File: src/rtl/ac_exec_sequencer.sv
// ac_exec_sequencer: owns AC, DR and E and walks one instruction at a time
// through IDLE -> (FETCH) -> (EXEC) -> IDLE. The operand is read into DR
// over a req/ack handshake. One ALU strobe is driven in EXEC, and the ALU
// result is written back into AC and E.
// Optional feature macro: MEM_TIMEOUT_EN. When it is defined, a FETCH that
// sees no ack for TIMEOUT_CYCLES cycles is abandoned with done+err.
module ac_exec_sequencer #(
  parameter int DATA_W         = 8,
  parameter int ADDR_W         = 8,
  parameter int TIMEOUT_CYCLES = 15
) (
  input  logic              clk,
  input  logic              rst,
  input  logic              start,
  input  logic [3:0]        opcode,
  input  logic [ADDR_W-1:0] addr,
  output logic              mem_rd_req,
  output logic [ADDR_W-1:0] mem_addr,
  input  logic              mem_rd_ack,
  input  logic [DATA_W-1:0] mem_rdata,
  output logic              alu_and,
  output logic              alu_add,
  output logic              alu_lda,
  output logic              alu_cma,
  output logic              alu_cir,
  output logic              alu_cil,
  output logic [DATA_W-1:0] ac,
  output logic [DATA_W-1:0] dr,
  output logic              e,
  output logic              cin,
  input  logic [DATA_W-1:0] alu_data,
  input  logic              alu_carry,
  output logic              busy,
  output logic              done,
  output logic              err
);

  typedef enum logic [1:0] {S_IDLE, S_FETCH, S_EXEC} state_t;

  localparam logic [3:0] OP_AND = 4'd0;
  localparam logic [3:0] OP_ADD = 4'd1;
  localparam logic [3:0] OP_LDA = 4'd2;
  localparam logic [3:0] OP_CMA = 4'd3;
  localparam logic [3:0] OP_CIR = 4'd4;
  localparam logic [3:0] OP_CIL = 4'd5;
  localparam logic [3:0] OP_CLA = 4'd6;
  localparam logic [3:0] OP_CLE = 4'd7;
  localparam logic [3:0] OP_CME = 4'd8;

  state_t            r_state;
  state_t            w_state_nxt;
  logic [3:0]        r_op;
  logic [ADDR_W-1:0] r_addr;
  logic [DATA_W-1:0] r_ac;
  logic [DATA_W-1:0] r_dr;
  logic              r_e;
  logic              r_done;
  logic              r_err;
  logic              w_timeout;

  // Reject a timeout length that cannot be counted.
  if (TIMEOUT_CYCLES < 1) begin : g_cfg_check
    $error("TIMEOUT_CYCLES must be at least 1");
  end

`ifdef MEM_TIMEOUT_EN
  localparam int CNT_W = $clog2(TIMEOUT_CYCLES + 1);
  logic [CNT_W-1:0] r_cnt;

  // Count ack-less FETCH cycles; the count is held at zero outside FETCH, so it starts clean on every entry.
  always_ff @(posedge clk) begin
    if (rst || r_state != S_FETCH) r_cnt <= '0;
    else if (!mem_rd_ack)          r_cnt <= r_cnt + CNT_W'(1);
  end

  assign w_timeout = (r_state == S_FETCH) && !mem_rd_ack &&
                     (r_cnt == CNT_W'(TIMEOUT_CYCLES - 1));
`else
  assign w_timeout = 1'b0;
`endif

  // State register.
  always_ff @(posedge clk) begin
    if (rst) r_state <= S_IDLE;
    else     r_state <= w_state_nxt;
  end

  // Next-state decode and the one-hot ALU strobes, which are a function of state only.
  always_comb begin
    w_state_nxt = r_state;
    alu_and     = 1'b0;
    alu_add     = 1'b0;
    alu_lda     = 1'b0;
    alu_cma     = 1'b0;
    alu_cir     = 1'b0;
    alu_cil     = 1'b0;
    case (r_state)
      S_IDLE: begin
        if (start) begin
          if (opcode <= OP_LDA)      w_state_nxt = S_FETCH;
          else if (opcode <= OP_CIL) w_state_nxt = S_EXEC;
        end
      end
      S_FETCH: begin
        if (mem_rd_ack)     w_state_nxt = S_EXEC;
        else if (w_timeout) w_state_nxt = S_IDLE;
      end
      S_EXEC: begin
        w_state_nxt = S_IDLE;
        case (r_op)
          OP_AND:  alu_and = 1'b1;
          OP_ADD:  alu_add = 1'b1;
          OP_LDA:  alu_lda = 1'b1;
          OP_CMA:  alu_cma = 1'b1;
          OP_CIR:  alu_cir = 1'b1;
          OP_CIL:  alu_cil = 1'b1;
          default: ;
        endcase
      end
      default: w_state_nxt = S_IDLE;
    endcase
  end

  // Datapath registers and the registered done/err pulses.
  always_ff @(posedge clk) begin
    if (rst) begin
      r_op   <= '0;
      r_addr <= '0;
      r_ac   <= '0;
      r_dr   <= '0;
      r_e    <= 1'b0;
      r_done <= 1'b0;
      r_err  <= 1'b0;
    end else begin
      r_done <= 1'b0;
      r_err  <= 1'b0;
      case (r_state)
        S_IDLE: begin
          if (start) begin
            r_op   <= opcode;
            r_addr <= addr;
            case (opcode)
              OP_AND, OP_ADD, OP_LDA, OP_CMA, OP_CIR, OP_CIL: ;
              OP_CLA: begin r_ac <= '0;   r_done <= 1'b1; end
              OP_CLE: begin r_e  <= 1'b0; r_done <= 1'b1; end
              OP_CME: begin r_e  <= ~r_e; r_done <= 1'b1; end
              default: begin r_done <= 1'b1; r_err <= 1'b1; end
            endcase
          end
        end
        S_FETCH: begin
          if (mem_rd_ack) r_dr <= mem_rdata;
          else if (w_timeout) begin
            r_done <= 1'b1;
            r_err  <= 1'b1;
          end
        end
        S_EXEC: begin
          r_ac   <= alu_data;
          r_done <= 1'b1;
          case (r_op)
            OP_ADD:  r_e <= alu_carry;
            OP_CIR:  r_e <= r_ac[0];
            OP_CIL:  r_e <= r_ac[DATA_W-1];
            default: ;
          endcase
        end
        default: ;
      endcase
    end
  end

  assign mem_rd_req = (r_state == S_FETCH);
  assign mem_addr   = r_addr;
  assign busy       = (r_state != S_IDLE);
  assign ac         = r_ac;
  assign dr         = r_dr;
  assign e          = r_e;
  assign cin        = 1'b0;
  assign done       = r_done;
  assign err        = r_err;

endmodule

File: config.mk
export PLATFORM = sky130hd
export DESIGN_NAME = ac_exec_sequencer
export DESIGN_NICKNAME = d
export VERILOG_FILES = /design/src/rtl/ac_exec_sequencer.sv
export SDC_FILE = /design/constraint.sdc
export NUM_CORES = 1
export LEC_CHECK = 0
export CAP_MARGIN = 10
export CORE_ASPECT_RATIO = 1.2
export CORE_MARGIN = 1
export CORE_UTILIZATION = 39
export DETAILED_ROUTE_END_ITERATION = 12
export PLACE_DENSITY = 0.79
export SYNTH_ARGS = -nofsm -noshare
export SYNTH_HDL_FRONTEND = slang
export SYNTH_SLANG_ARGS = --single-unit
export TNS_END_PERCENT = 20
File: constraint.sdc
create_clock -name clk -period 1.7 [get_ports clk]
set_input_delay 0.255 -clock clk [delete_from_list [all_inputs] [get_ports clk]]
set_output_delay 0.255 -clock clk [all_outputs]
set_load 0.005 [all_outputs]
==> out/metrics.cfg <==
[timing]
finalSetupViolCount=0
finalCritPeriodShare=0.961
rsz0062_at_grt=no
maxSlewViolCount=0
fmax_mhz=612
relSlewSlack=0.647
tightestPinTransition_ns=0.527
finalClockSkew_ns=0.00464
setup-tns-final_ns=0
min_period_ns=1.63
final_hold_viol_count=0

[clock_network]
post_cts_buffers=0
htree_levels=2
clkTransAtPathRegs_ns=0.07
insertion_delay_ns=0.28
tritoncts=yes
root_buffer=clkbuf_8
cts_buffers=5
cts_buffer_depth=2
clkSinkCount=33

[synth]
syn_nets=197
avgSynthCellArea_sq_um=8.31
yosysWarnings=0
synthesis.area_sq_mm=0.00136
synthMuxAreaShare=0.00735
synth_top_family_by_area=simple AND/OR/NAND/NOR gates
synth-seq-area-share=0.485
synthAdderAreaFrac=0
synth_edf_count=0
synth-async-reset-ratio=0
synth-simple-area-share=0.248
ys_types=32
synth-seq-cells=33
ys.flop_type=dfxtp_1
synth_xor_area_frac=0
syn_inst=164
synth_compound_area_frac=0.198

[global_route]
grt_pass1_wl_um=5780
grt-ovfl-total=0
grt_pass1_vias=1215
grt_usage=0.200
grt_max_degree=14
antenna_found_initial=0

[layout]
regArea_sq_um=663
insertedDiodeCount=0
synthToLayoutAreaGrowth_pct=66.8
fin_cells=284
multi_input_area_sq_um=644
nFillCells=291
layout_commonest_cell=clkdlybuf4s50_1
layout-drive-gt1-share=0.170
final_cell_mix=clkdlybuf4s50_1, nand2_1, dfxtp_1, a21oi_1, buf_4
nets=279
fin_util=0.681

[die]
start_util=0.408
die_w_um=56.0
core_sq_mm=0.00334
die-area_sq_mm=0.00374
die_h_um=66.8
fp-row-count=23
ios=69

[route]
viasPerCell=5.05
vias=1434
drcViolationCount=0
detail_route.iter0.violations=35
drt-pass1-iter-count=4
wirelength_um=3670
ant_nets=0
routedWlPerCell_um=12.9

[hold_path]
holdPathStages=2
min_to=mem_addr[1]
min_path_type=register to register
hold_start=mem_addr[1]

[critical_path]
end_kind=register
cp.required_ns=1.86
rrSetupSlack_ns=0.21
r2r_start=r_op[2]
worstPathArrival_ns=1.79
r2r-end=e
start_kind=input port
reg2reg_depth=4
crit_fanout=2
path_class=input port to register

[power]
p_int_mw=1.25
switchingPower_uw=416
p_clk_frac=0.342
p_seq_frac=0.490
p_sw_frac=0.250
power_mw=1.67
pwr-share-comb=0.168
leakage_nw=0.897
powerDensity_mw_per_mm2=734
peakVddDrop_uv=645

[placement]
place_congestion=0.869
placedCellCount=276
dp_hpwl_um=2750
port_buffers=67

[status]
outcome=complete, no violations

[run]
drv_cap=0

==> synth_stat cells (3+ instances only) <==
master	instances	area share
inv_1	7	0.019
a22o_1	8	0.051
nor4_1	3	0.014
nor2_1	6	0.017
nand3_1	8	0.029
nor3_1	7	0.026
nand2_1	36	0.099
dfxtp_1	33	0.48
a21oi_1	23	0.084
clkbuf_1	8	0.022
==> how the worst max path moves through the flow <==
stage	startpoint	to	slack, ns	cells past startpoint
after global placement	opcode[0]	e	-0.19	5
after CTS	r_state[1]	busy	-0.1	4
after floorplan	opcode[0]	e	0.28	4
after global routing	r_state[0]	busy	0.004	4
final	opcode[0]	e	0.07	5
after detailed placement	opcode[0]	e	-0.22	5
==> registers in the layout, indices dropped and copies added (netlist names) <==
| register | count |
|---|---|
| ac | 8 |
| dr | 8 |
| mem_addr | 8 |
| r_op | 4 |
| r_state | 2 |
| done | 1 |
| e | 1 |
| err | 1 |
==> per-stage QoR <==
step	hold WS, ns	setup WS, ns	area (sq um)
2_1_floorplan	0.381	0.279	1360
3_3_place_gp	0.441	-0.195	2170
3_5_place_dp	0.446	-0.219	2170
4_1_cts	0.456	-0.0974	2250
5_1_grt	0.476	0.00388	2270
6_report	0.454	0.0668	2270
==> cell type report <==
class | count | share of cell area
repair buffers | 86 | 0.355
well taps | 37 | 0.0204
multi-input cells | 113 | 0.284
clock inverters | 3 | 0.00771
flip-flops and latches | 33 | 0.292
inverters | 7 | 0.0116
clock buffers | 5 | 0.0303
==> worst max-delay path, cell delays in order <==
cell and delay [ns]:
clkdlybuf4s50_1 0.43, or4b_4 0.56, o311a_2 0.16, o311ai_1 0.28, o41ai_1 0.11
==> kinds of logic after synthesis <==
kind of cell,after synthesis
flops,33
other cells,1
simple gates,70
mux,1
buf+inv,18
compound gates,41
==> layer usage <==
metal	up-vias	GRT usage	routed length [um]
li1	729	-	-
met1	674	0.258	1590
met2	27	0.334	1920
met3	4	0.0388	121
met4	0	0.0732	38
met5	-	0	0
==> what timing repair did <==
| action | in CTS | in global routing |
|---|---|---|
| endpoints found under the setup margin | 8 | 6 |
| hold buffers | 0 | 0 |
| endpoints found under the hold margin | 0 | 0 |
| resized for setup | 8 | 10 |
==> power groups by stage <==
stage,registers (mW),clock network (mW),logic [mW]
after floorplan,0.835,0,0.0987
after global placement,0.834,0,0.272
after detailed placement,0.834,0,0.275
after CTS,0.817,0.584,0.275
after global routing,0.821,0.623,0.303
final,0.818,0.570,0.279
Power figures use the tool's default switching activity.
